[config.mk]
export PLATFORM = sky130hd
export DESIGN_NAME = cmplx_mult_driver
export DESIGN_NICKNAME = d
export VERILOG_FILES = /design/src/rtl/cmplx_mult_driver.sv
export SDC_FILE = /design/constraint.sdc
export NUM_CORES = 1
export LEC_CHECK = 0
export CAP_MARGIN = 0
export CORE_MARGIN = 4
export CORE_UTILIZATION = 45
export CTS_CLUSTER_SIZE = 14
export DETAILED_ROUTE_END_ITERATION = 8
export GPL_ROUTABILITY_DRIVEN = 0
export GPL_TIMING_DRIVEN = 0
export HOLD_SLACK_MARGIN = 0.15
export PLACE_DENSITY = 0.7
export SLEW_MARGIN = 30
export SYNTH_ARGS = -nofsm -noshare
export SYNTH_HDL_FRONTEND = slang
export SYNTH_SLANG_ARGS = --single-unit
[constraint.sdc]
create_clock -name clk -period 9.1 [get_ports clk]
set_input_delay 1.82 -clock clk [delete_from_list [all_inputs] [get_ports clk]]
set_output_delay 1.82 -clock clk [all_outputs]
set_load 0.03 [all_outputs]
[src/rtl/cmplx_mult_driver.sv]
// Initiator-side driver for the complex multiplier core: buffers operand sets,
// issues them over op_val/op_ready, collects results and presents them downstream.
//
// state      | meaning
// IDLE       | nothing in flight, waiting for the FIFO to hold an operand set
// ISSUE      | op_data presented to the core, waiting for op_ready
// WAIT_RES   | operands accepted, waiting for the core result
// HOLD_OUT   | result registered, waiting for downstream out_ready
// ERROR      | watchdog expired; sticky until rst or sw_rst
module cmplx_mult_driver #(
  parameter int DATA_W  = 8,
  parameter int RES_W   = 17,
  parameter int DEPTH   = 4,
  parameter int TIMEOUT = 32
) (
  input  logic                  clk,
  input  logic                  rst,
  input  logic                  sw_rst,
  input  logic                  in_val,
  output logic                  in_ready,
  input  logic [4*DATA_W-1:0]   in_data,
  output logic                  op_val,
  input  logic                  op_ready,
  output logic [4*DATA_W-1:0]   op_data,
  input  logic                  res_val,
  output logic                  res_ready,
  input  logic [RES_W-1:0]      res_re,
  input  logic [RES_W-1:0]      res_im,
  output logic                  out_val,
  input  logic                  out_ready,
  output logic [RES_W-1:0]      out_re,
  output logic [RES_W-1:0]      out_im,
  output logic [15:0]           done_cnt,
  output logic                  busy,
  output logic                  err
);

  localparam int AW = (DEPTH > 1) ? $clog2(DEPTH) : 1;
  localparam int TW = (TIMEOUT > 1) ? $clog2(TIMEOUT) : 1;

  localparam logic [2:0] S_IDLE     = 3'd0;
  localparam logic [2:0] S_ISSUE    = 3'd1;
  localparam logic [2:0] S_WAIT_RES = 3'd2;
  localparam logic [2:0] S_HOLD_OUT = 3'd3;
  localparam logic [2:0] S_ERROR    = 3'd4;

  logic [2:0]          state, state_nxt;
  logic [4*DATA_W-1:0] fifo_mem [DEPTH];
  logic [AW-1:0]       wr_ptr, rd_ptr;
  logic [AW:0]         count;
  logic                full, empty, push, pop;
  logic [TW-1:0]       timer;
  logic                timer_load;

  assign full      = (count == (AW+1)'(DEPTH));
  assign empty     = (count == '0);
  assign in_ready  = !full && (state != S_ERROR);
  assign push      = in_val && in_ready;

  assign op_val    = (state == S_ISSUE);
  assign res_ready = (state == S_WAIT_RES);
  assign out_val   = (state == S_HOLD_OUT);
  assign err       = (state == S_ERROR);
  assign busy      = (state != S_IDLE) || !empty;

  // Watchdog is a down-counter loaded on entry; terminal count 0 without a handshake trips ERROR.
  always_comb begin
    state_nxt  = state;
    pop        = 1'b0;
    timer_load = 1'b0;
    case (state)
      S_IDLE: begin
        if (!empty) begin
          pop        = 1'b1;
          timer_load = 1'b1;
          state_nxt  = S_ISSUE;
        end
      end
      S_ISSUE: begin
        if (op_ready) begin
          timer_load = 1'b1;
          state_nxt  = S_WAIT_RES;
        end else if (timer == '0) begin
          state_nxt = S_ERROR;
        end
      end
      S_WAIT_RES: begin
        if (res_val)
          state_nxt = S_HOLD_OUT;
        else if (timer == '0)
          state_nxt = S_ERROR;
      end
      S_HOLD_OUT: begin
        if (out_ready) begin
          if (!empty) begin
            pop        = 1'b1;
            timer_load = 1'b1;
            state_nxt  = S_ISSUE;
          end else begin
            state_nxt = S_IDLE;
          end
        end
      end
      S_ERROR: state_nxt = S_ERROR;
      default: state_nxt = S_IDLE;
    endcase
  end

  always_ff @(posedge clk or posedge rst) begin
    if (rst) begin
      state    <= S_IDLE;
      wr_ptr   <= '0;
      rd_ptr   <= '0;
      count    <= '0;
      timer    <= '0;
      op_data  <= '0;
      out_re   <= '0;
      out_im   <= '0;
      done_cnt <= '0;
    end else if (sw_rst) begin
      state    <= S_IDLE;
      wr_ptr   <= '0;
      rd_ptr   <= '0;
      count    <= '0;
      timer    <= '0;
      op_data  <= '0;
      out_re   <= '0;
      out_im   <= '0;
      done_cnt <= '0;
    end else begin
      state <= state_nxt;
      if (push)
        wr_ptr <= wr_ptr + 1'b1;
      if (pop) begin
        rd_ptr  <= rd_ptr + 1'b1;
        op_data <= fifo_mem[rd_ptr];
      end
      case ({push, pop})
        2'b10:   count <= count + 1'b1;
        2'b01:   count <= count - 1'b1;
        default: count <= count;
      endcase
      if (timer_load)
        timer <= TW'(TIMEOUT - 1);
      else if (timer != '0)
        timer <= timer - 1'b1;
      if ((state == S_WAIT_RES) && res_val) begin
        out_re <= res_re;
        out_im <= res_im;
      end
      if ((state == S_HOLD_OUT) && out_ready)
        done_cnt <= done_cnt + 16'd1;
    end
  end

  // Storage needs no reset: the pointers alone define what is valid.
  always_ff @(posedge clk) begin
    if (push)
      fifo_mem[wr_ptr] <= in_data;
  end

endmodule

==> flow_summary.toml, run 1 <==
[worst_hold_path]
hp-class = "flop to flop"
hold_end = "out_im[8]"
min_from = "out_im[8]"
hold_depth = 2

[sta]
finalCritPeriodShare_pct = 47.3
hold_viol = 0
setup_ws_ps = 4800
slew_headroom_pct = 52.3
maxSlewViolCount = 0
tns_ps = 0
fin_skew_ps = 17.8
tightest_slew_ps = 714
period_minus_slack_ps = 4300
fmax_mhz = 232
rsz0062_at_grt = "no"
setup_viol = 0

[floorplanning]
dieHeight_um = 150
num_rows = 51
die_w_um = 150
num_io_pins = 161
core-area_um2 = 19600
die_area_um2 = 22400
start_util_pct = 46.2

[synthesis]
yosysWarnings = 0
syn_nets = 739
synth_edf_count = 128
avgSynthCellArea_um2 = 13.7
synth_ff_type = "edfxtp_1"
synth_cells = 658
yosysSeqAreaShare_pct = 69.3
ys_seq_elements = 225
synthArstFlopShare_pct = 43.1
ys_types = 44
synth_area_um2 = 9050

[route]
viasPerCell = 5.26
dr.first_iter.drc_count = 312
ant_nets = 0
drc = 0
drt_wl_total_mm = 20.8
drt_first_pass_iters = 6
vias = 5946
wl_per_cell_um = 18.3

[pwr]
pwr-share-seq_pct = 40.6
peakVddDrop_v = 0.000247
intPower_uw = 2240
pwr-share-clk_pct = 29.9
swShare_pct = 31.6
p_switching_uw = 1030
p_per_area_nw_per_um2 = 274
pwr-share-comb_pct = 29.5
p_leak_uw = 0.00437

[setup_path]
startpoint = "count[2]"
worstPathMaxFanout = 6
critical_path_arrival_ps = 2480
worstReg2RegEnd = "count[2]"
crit_required_ps = 7280
reg2reg_slack_ps = 5970
reg2reg_from = "count[1]"
endpoint_kind = "output pin"
crit_type = "flop to output pin"
critPathLaunchType = "flop"
r2r_cells = 9

[flow_run]
maxCapViolations = 0

[layout]
drive_gt1_share_pct = 10.6
area_delta_synth_final_pct = 31.8
num-nets-final = 929
stdcell_area_um2 = 11900
fill_cells = 1525
diodes = 0
multiInputGateArea_um2 = 2580
ff_latch_area_um2 = 6270
layout_commonest_cell = "clkdlybuf4s50_1"
final_cell_mix = "clkdlybuf4s50_1 (159), nand2_1 (143), edfxtp_1 (128), dfrtp_1 (97), a21oi_1 (80)"

[placement]
port_buffers = 159
pre_cts_ws_ps = 4390
placed_area_um2 = 11100
dp_hpwl_mm = 13.9

[cts]
insertion_delay_ps = 530
cts_tree = "built"
post-cts-setup-buffers = 0
cts_num_sinks = 225
ctsResizeCount = 0
cts_max_level = 1
holdBufCountCts = 0
cts_root_buf = "clkbuf_16"
clk_pin_slew_ps = 60
cts_inserted_buffers = 24
cts_buffer_depth = 3

[global_route]
gr-total-overflow = 0
grt_max_degree = 61
grt_first_pass_wirelength_mm = 33.1
grt_pass1_vias = 6207
use_met2_pct = 31.8
grt_use_met3_pct = 4.97
track_usage_pct = 18.8
globalRouteMet1Util_pct = 24.7
grt-busiest-layer = "met2"
antenna_found_initial = 0

[run_status]
status = "completed"
[cell usage after synthesis, types with 2 or more instances]
cell type,count,share of area [%]
nand2b_1,2,0.14
nor2b_1,3,0.21
nor3_1,5,0.28
buf_2,7,0.39
nand4_1,6,0.41
mux4_2,32,8.0
inv_1,11,0.46
a21oi_1,80,4.4
a211o_1,2,0.19
o31ai_1,2,0.17
nor4_1,3,0.21
xor2_1,5,0.48
xnor2_1,11,1.1
mux2i_1,4,0.44
mux2_1,2,0.25
nor3b_1,5,0.41
ha_1,7,0.97
edfxtp_1,128,42
nand3b_1,2,0.17
or4_1,3,0.25
or3_1,7,0.48
a21o_1,3,0.25
nand3_1,6,0.33
clkbuf_1,29,1.2
nor2_1,22,0.91
buf_1,3,0.12
and2_1,6,0.41
and4b_1,2,0.22
nand2_1,143,5.9
o21ai_0,7,0.39
dfrtp_1,97,27
[routing by layer]
metal | share of wire, % | vias up
met5 | 0 | -
met2 | 48 | 200
met1 | 41 | 2955
met3 | 8.8 | 33
li1 | - | 2758
met4 | 1.8 | 0
[area by class of cell]
cell class                      count  share of cell area (%)
Clock inverter                     11                    1.11
Timing Repair Buffer              164                    14.4
Tap cell                          265                    2.78
Buffer                             39                    1.30
Multi-Input combinational cell    383                    21.7
Sequential cell                   225                    52.6
Inverter                           11                   0.388
Clock buffer                       33                    5.75
[power by group through the flow]
| stage | Clock (µW) | Combinational [µW] | Sequential, µW |
|---|---|---|---|
| 2_1_floorplan | 0 | 471 | 1470 |
| 3_3_place_gp | 0 | 939 | 1350 |
| 3_5_place_dp | 0 | 975 | 1350 |
| 4_1_cts | 1000 | 981 | 1330 |
| 5_1_grt | 1050 | 1060 | 1350 |
| 6_report | 979 | 964 | 1330 |
[state kept, by name, summed over array words and instances, names as in the netlist]
name,count
out_im,17
rd_ptr,2
count,3
timer,5
state,3
fifo_mem,128
out_re,17
op_data,32
done_cnt,16
wr_ptr,2
[cells by family after synthesis]
family | count (synthesis) | synth area share (%)
DFF | 225 | 69.3
buffers and inverters | 50 | 2.17
muxes | 38 | 8.66
adders and majority gates | 8 | 1.19
and+or+nand+nor | 223 | 11.2
xor gates and xnor gates | 16 | 1.55
AOI/OAI and AO/OA | 98 | 5.91
[worst max-delay path: stages, from the launching register on]
cell and delay (ps):
dfrtp_1 420, or3_1 400, or4_1 500, clkdlybuf4s50_1 640
[worst max path at each step]
stage,endpoint,depth (start not counted)
6_report,busy,3
5_1_grt,busy,3
4_1_cts,busy,3
3_5_place_dp,count[2],10
3_3_place_gp,op_data[23],2
2_1_floorplan,count[0],1
[per-stage QoR]
step	power, µW	hold slack [ps]	instances	utilization, %
2_1_floorplan	1940	538	658	-
3_5_place_dp	2320	514	1087	56.7
6_report	3270	518	1131	60.9
5_1_grt	3460	538	1131	60.9
3_3_place_gp	2290	510	1082	56.0
4_1_cts	3310	523	1131	60.9
Power figures use the tool's default switching activity.
==> inputs of run 2 (changes only) <==
==> constraint.sdc (replaced) <==
create_clock -name clk -period 4 [get_ports clk]
set_input_delay 0.8 -clock clk [delete_from_list [all_inputs] [get_ports clk]]
set_output_delay 0.8 -clock clk [all_outputs]
set_load 0.03 [all_outputs]
==> results of run 2 <==
Same layout as run 1 (identical final DEF). Status: completed.
Among the figures that moved: setup slack after placement 4390 ps -> 308 ps; setup slack after layout 4800 ps -> 719 ps; register-to-register setup slack 5970 ps -> 870 ps; total power 3270 µW -> 7440 µW; worst IR drop on VDD 0.000247 V -> 0.000562 V
